$ cat src/rtl/captura_veiculo.sv
// captura_veiculo: weigh-station front-end. Measures one vehicle at a time:
// peak-holds the weight, counts debounced axle pulses, and presents the
// result on p3..p0 / e1,e0 under a valid/accept handshake.
module captura_veiculo #(
  parameter int FILTRO  = 4,
  parameter int TIMEOUT = 1000
) (
  input  logic       clk,
  input  logic       rst,
  input  logic       sensor_entrada,
  input  logic       pulso_eixo,
  input  logic [3:0] peso_adc,
  input  logic       aceito,
  output logic       p3,
  output logic       p2,
  output logic       p1,
  output logic       p0,
  output logic       e1,
  output logic       e0,
  output logic       excesso,
  output logic       valido,
  output logic       timeout
);

  // The filter counter must hold the value FILTRO itself (it saturates there).
  localparam int FW = $clog2(FILTRO + 1);
  // The timeout counter never exceeds TIMEOUT-1: reaching it aborts instead.
  localparam int TW = $clog2(TIMEOUT);

  localparam logic [FW-1:0] FILTRO_LIM  = FW'(FILTRO);
  localparam logic [FW-1:0] FILTRO_PRE  = FW'(FILTRO - 1);
  localparam logic [TW-1:0] TIMEOUT_LIM = TW'(TIMEOUT - 1);

  typedef enum logic [1:0] {
    OCIOSO  = 2'd0,
    MEDINDO = 2'd1,
    ENTREGA = 2'd2,
    ABORTA  = 2'd3
  } estado_t;

  estado_t estado_q, estado_d;

  logic          armado_q, armado_d;
  logic [3:0]    peso_pico_q, peso_pico_d;
  logic [1:0]    eixos_q, eixos_d;
  logic          excesso_int_q, excesso_int_d;
  logic [FW-1:0] filt_q, filt_d;
  logic [TW-1:0] tempo_q, tempo_d;

  logic [3:0]    peso_out_q, peso_out_d;
  logic [1:0]    eixos_out_q, eixos_out_d;
  logic          excesso_out_q, excesso_out_d;
  logic          valido_q, valido_d;

  logic [FW-1:0] filt_prox;
  logic          eixo_contado;
  logic          timeout_s;

  // Axle debounce: count consecutive high cycles, saturate at FILTRO, and
  // flag an axle only on the cycle the count first reaches FILTRO.
  always_comb begin
    filt_prox    = '0;
    eixo_contado = 1'b0;
    if (pulso_eixo) begin
      if (filt_q == FILTRO_LIM) begin
        filt_prox = filt_q;
      end else begin
        filt_prox    = filt_q + 1'b1;
        eixo_contado = (filt_q == FILTRO_PRE);
      end
    end
  end

  // Next-state and datapath updates for the measurement sequence.
  always_comb begin
    estado_d      = estado_q;
    armado_d      = armado_q;
    peso_pico_d   = peso_pico_q;
    eixos_d       = eixos_q;
    excesso_int_d = excesso_int_q;
    filt_d        = filt_q;
    tempo_d       = tempo_q;
    peso_out_d    = peso_out_q;
    eixos_out_d   = eixos_out_q;
    excesso_out_d = excesso_out_q;
    valido_d      = valido_q;
    timeout_s     = 1'b0;

    case (estado_q)
      OCIOSO: begin
        if (!sensor_entrada) begin
          armado_d = 1'b1;
        end else if (armado_q) begin
          estado_d      = MEDINDO;
          peso_pico_d   = peso_adc;
          eixos_d       = 2'd0;
          excesso_int_d = 1'b0;
          filt_d        = '0;
          tempo_d       = '0;
        end
      end

      MEDINDO: begin
        if (!sensor_entrada) begin
          // Vehicle left: publish the result. A pulse still filtering is dropped.
          estado_d      = ENTREGA;
          peso_out_d    = peso_pico_q;
          eixos_out_d   = eixos_q;
          excesso_out_d = excesso_int_q;
          valido_d      = 1'b1;
        end else if (tempo_q == TIMEOUT_LIM) begin
          estado_d  = ABORTA;
          timeout_s = 1'b1;
        end else begin
          if (peso_adc > peso_pico_q) begin
            peso_pico_d = peso_adc;
          end
          filt_d = filt_prox;
          if (eixo_contado) begin
            if (eixos_q == 2'd3) begin
              excesso_int_d = 1'b1;
            end else begin
              eixos_d = eixos_q + 2'd1;
            end
          end
          tempo_d = tempo_q + 1'b1;
        end
      end

      ENTREGA: begin
        if (aceito) begin
          estado_d = OCIOSO;
          valido_d = 1'b0;
          armado_d = 1'b0;
        end
      end

      ABORTA: begin
        // Leaving on a sampled-low sensor means the idle state starts armed.
        if (!sensor_entrada) begin
          estado_d = OCIOSO;
          armado_d = 1'b1;
        end
      end

      default: begin
        estado_d = OCIOSO;
        armado_d = 1'b0;
      end
    endcase
  end

  // State and result registers with synchronous reset.
  always_ff @(posedge clk) begin
    if (rst) begin
      estado_q      <= OCIOSO;
      armado_q      <= 1'b0;
      peso_pico_q   <= 4'd0;
      eixos_q       <= 2'd0;
      excesso_int_q <= 1'b0;
      filt_q        <= '0;
      tempo_q       <= '0;
      peso_out_q    <= 4'd0;
      eixos_out_q   <= 2'd0;
      excesso_out_q <= 1'b0;
      valido_q      <= 1'b0;
    end else begin
      estado_q      <= estado_d;
      armado_q      <= armado_d;
      peso_pico_q   <= peso_pico_d;
      eixos_q       <= eixos_d;
      excesso_int_q <= excesso_int_d;
      filt_q        <= filt_d;
      tempo_q       <= tempo_d;
      peso_out_q    <= peso_out_d;
      eixos_out_q   <= eixos_out_d;
      excesso_out_q <= excesso_out_d;
      valido_q      <= valido_d;
    end
  end

  assign {p3, p2, p1, p0} = peso_out_q;
  assign {e1, e0}         = eixos_out_q;
  assign excesso          = excesso_out_q;
  assign valido           = valido_q;
  assign timeout          = timeout_s;

endmodule

$ cat config.mk
export PLATFORM = sky130hd
export DESIGN_NAME = captura_veiculo
export DESIGN_NICKNAME = d
export VERILOG_FILES = /design/src/rtl/captura_veiculo.sv
export SDC_FILE = /design/constraint.sdc
export NUM_CORES = 1
export LEC_CHECK = 0
export ABC_AREA = 1
export CORE_AREA = 10 10 83 85
export CTS_CLUSTER_DIAMETER = 150
export DETAILED_ROUTE_END_ITERATION = 8
export DIE_AREA = 0 0 93 95
export SKIP_LAST_GASP = 1
export SLEW_MARGIN = 40
export SYNTH_ARGS = -nofsm -noshare
export SYNTH_HDL_FRONTEND = slang
export SYNTH_SLANG_ARGS = --single-unit
$ cat constraint.sdc
create_clock -name clk -period 3.8 [get_ports clk]
set_input_delay 0.57 -clock clk [delete_from_list [all_inputs] [get_ports clk]]
set_output_delay 0.57 -clock clk [all_outputs]
set_load 0.01 [all_outputs]
==> results by group <==
Run status
  – Outcome: completed

Logic synthesis
  – Seq cells post-synth: 31
  – Post-synthesis average cell area: 6.81 um^2
  – Synth Area in Simple Gates: 34.1%
  – Post-synthesis mux area share: 0%
  – Post-Synthesis Cells: 257
  – Mapped Nets: 279
  – Seq/Total Area, Yosys: 35.5%
  – Post-synthesis compound-gate area fraction: 10.5%
  – Warnings, synthesis: 0
  – Synth Area in Adders: 9.30%
  – Synthesized area: 1750 um^2
  – Post-Synth XOR/XNOR Area: 0.501%
  – Post-synth cell types: 21
  – Largest family of logic cells by synthesized area: simple AND/OR/NAND/NOR gates

Pwr
  – Clock Power Share: 22.6%
  – PD cells: 706 nW/um^2
  – Seq pwr share: 29.4%
  – Pint: 0.000861 W
  – Total power: 0.00148 W
  – Switch Pwr: 0.000617 W
  – Comb power frac: 47.9%
  – Net Sw Frac: 41.8%
  – Peak supply drop: 0.000397 V
  – Leakage: 0.965 nW

Die
  – Die X: 93 um
  – Total core area: 5340 um^2
  – Die height: 95 um
  – DIE AREA: 8840 um^2
  – # IOs: 18
  – Initial Util: 32.8%
  – FP Rows: 27

Timing
  – # setup viols final: 0
  – Slew headroom: 67.7%
  – Clock skew: 0.00259 ns
  – Max Slew Vio Count: 0
  – Final Hold Vio Count: 0
  – Final Cycle Share: 67.5%
  – RSZ-0062 raised after global routing: no
  – Final TNS setup: 0 ns
  – Min Tclk post-route: 2.57 ns
  – Setup slack after layout: 1.23 ns
  – Min Hold Slack: 0.458 ns
  – F_max: 0.390 GHz
  – Pin slew with the least headroom to its limit: 0.485 ns

Clock network
  – Setup bufs post-CTS: 0
  – CTS sink count: 31
  – Clk buf depth: 2
  – Total CTS buffers: 5
  – Post-CTS sizing: 0
  – Root Buffer: clkbuf_8
  – Hold Buf Count CTS: 0
  – Worst-skew pair later-pin latency: 0.28 ns
  – Clock transition at path regs: 0.06 ns
  – TritonCTS clock tree: built
  – # H-tree levels: 2

Detailed routing
  – # DRC: 0
  – Total Routed Length: 3460 um
  – Pre-Repair DR Iteration Count: 4
  – Starting DRT DRC Count: 63
  – Via count: 1508
  – Avg WL per Cell: 9.89 um
  – Drt via density: 4.31
  – Post-DRT Antenna Nets: 0

Setup path
  – Worst Path Arrival: 2.00 ns
  – Slowest-stage cell, CP: clkdlybuf4s50_1
  – Crit-path cells: inv_1 -> ha_1 -> nand2_1 -> nor2_1 -> clkdlybuf4s50_1
  – Crit end category: primary output
  – Req. time, crit path: 3.23 ns
  – Slowest stage delay, CP: 0.54 ns
  – Critical path launch point type: register
  – Kind of critical path: register to primary output
  – Worst-path maximum fanout: 10

Placement
  – DP HPWL: 2650 um
  – I/O Buffers: 17
  – Placed cell count: 342
  – Pre-CTS setup slack: 1.34 ns
  – GPL Wtd Cong: 0.837

Layout
  – Share of cells above drive strength 1: 7.55%
  – Area delta synth->final: 19.7%
  – Layout Cells excl Fill: 350
  – Diode count: 0
  – Final nets: 299

GRT
  – Total track usage: 8.65%
  – Largest net degree at the start of global routing: 18
  – Antenna violations before repair: 0
  – Vias in the first global route: 1468
  – Global route overflow: 0
  – First-pass GRT wire length: 6290 um

Flow run
  – Max-cap violation count: 0

Hold path
  – Hold WC Path Type: register to register
Yosys cell counts, drive strengths merged:
master	number	area share, %
nand2	72	18
nor2	43	10
inv	38	8.2
dfxtp	31	35
a21oi	19	5.4
nand3	14	4.0
o21ai	14	4.6
ha	13	9.3
nand4	3	1.1
buf	2	1.5
clkbuf	2	0.43
nor3	2	0.57
or2	2	0.72
a211oi	1	0.43
xor2	1	0.50
per-stage QoR:
stage	instance area [um^2]	util (%)
floorplan	1750	-
global placement	1980	37.0
detailed placement	1980	37.0
CTS	2090	39.2
global route	2090	39.2
finish	2090	39.2
power by group through the flow:
stage	logic (W)	registers, W	clock network (W)
floorplan	0.000600	0.000444	0
global placement	0.000708	0.000442	0
detailed placement	0.000716	0.000443	0
CTS	0.000718	0.000436	0.000344
global route	0.000819	0.000446	0.000361
finish	0.000708	0.000435	0.000335
final timing paths:
| check | startpoint | endpoint | slack [ns] | cells past startpoint |
|---|---|---|---|---|
| worst max-delay path | estado_q[1]$_SDFFE_PP0P_ | timeout | 1.23 | 5 |
| worst min-delay path | excesso_int_q$_SDFFE_PP0P_ | excesso$_SDFFE_PP0P_ | 0.46 | 2 |
| worst max register to register | estado_q[1]$_SDFFE_PP0P_ | tempo_q[2]$_SDFFE_PP0P_ | 1.89 | 8 |
| worst min register to register | excesso_int_q$_SDFFE_PP0P_ | excesso$_SDFFE_PP0P_ | 0.46 | 2 |
layer usage:
layer / up-vias / track usage, % / routed length, um
met4: 0 / 3.98 / 50
met5: - / 0 / 0
met2: 26 / 13.5 / 1470
li1: 846 / - / -
met3: 5 / 2.78 / 129
met1: 631 / 10.6 / 1810
layout by cell type (no fill, tap or decap):
| cell | count |
|---|---|
| nand2_1 | 65 |
| nor2_1 | 42 |
| inv_1 | 36 |
| dfxtp_1 | 31 |
| a21oi_1 | 19 |
| clkdlybuf4s50_1 | 17 |
| nand3_1 | 14 |
| o21ai_0 | 13 |
| ha_1 | 13 |
| clkbuf_8 | 6 |
| nand2_4 | 4 |
| nand2_2 | 3 |
| nand4_1 | 3 |
| inv_2 | 2 |
| or2_2 | 2 |
| nor3_1 | 2 |
| o21ai_4 | 1 |
| nor2_8 | 1 |
| xor2_1 | 1 |
| a211oi_1 | 1 |
| clkinv_2 | 1 |
| bufinv_16 | 1 |
critical path, delay by kind of cell, from the launching register on:
kind,cells,cell delay [ns]
flip-flops,1,0.32
adder cells (fa/ha/maj),1,0.47
AND/OR/NAND/NOR,2,0.29
buffers and inverters,2,0.63
layout make-up:
cell class	count	area [um^2]
timing repair buffer	17	170
multi-input combinational	184	952
fill	591	3240
clock buffer	6	82.6
inverter	38	143
clock inverter	2	35.0
tap	72	90.1
sequential	31	621
sequential cells by signal (all words and copies together) (netlist names):
| register | count |
|---|---|
| armado_q | 1 |
| excesso | 1 |
| tempo_q | 10 |
| excesso_int_q | 1 |
| eixos_q | 2 |
| eixos_out_q | 2 |
| valido | 1 |
| filt_q | 3 |
| estado_q | 2 |
| peso_pico_q | 4 |
| peso_out_q | 4 |
logic make-up (layout without fill, tap and decap cells):
logic type      count (synthesis)  count (layout)
xor+xnor                        1               1
buf+inv                        42              63
fa+ha+maj                      13              13
flops                          31              31
simple gates                  136             136
compound gates                 34              34
(Power assumes the default switching activity.)
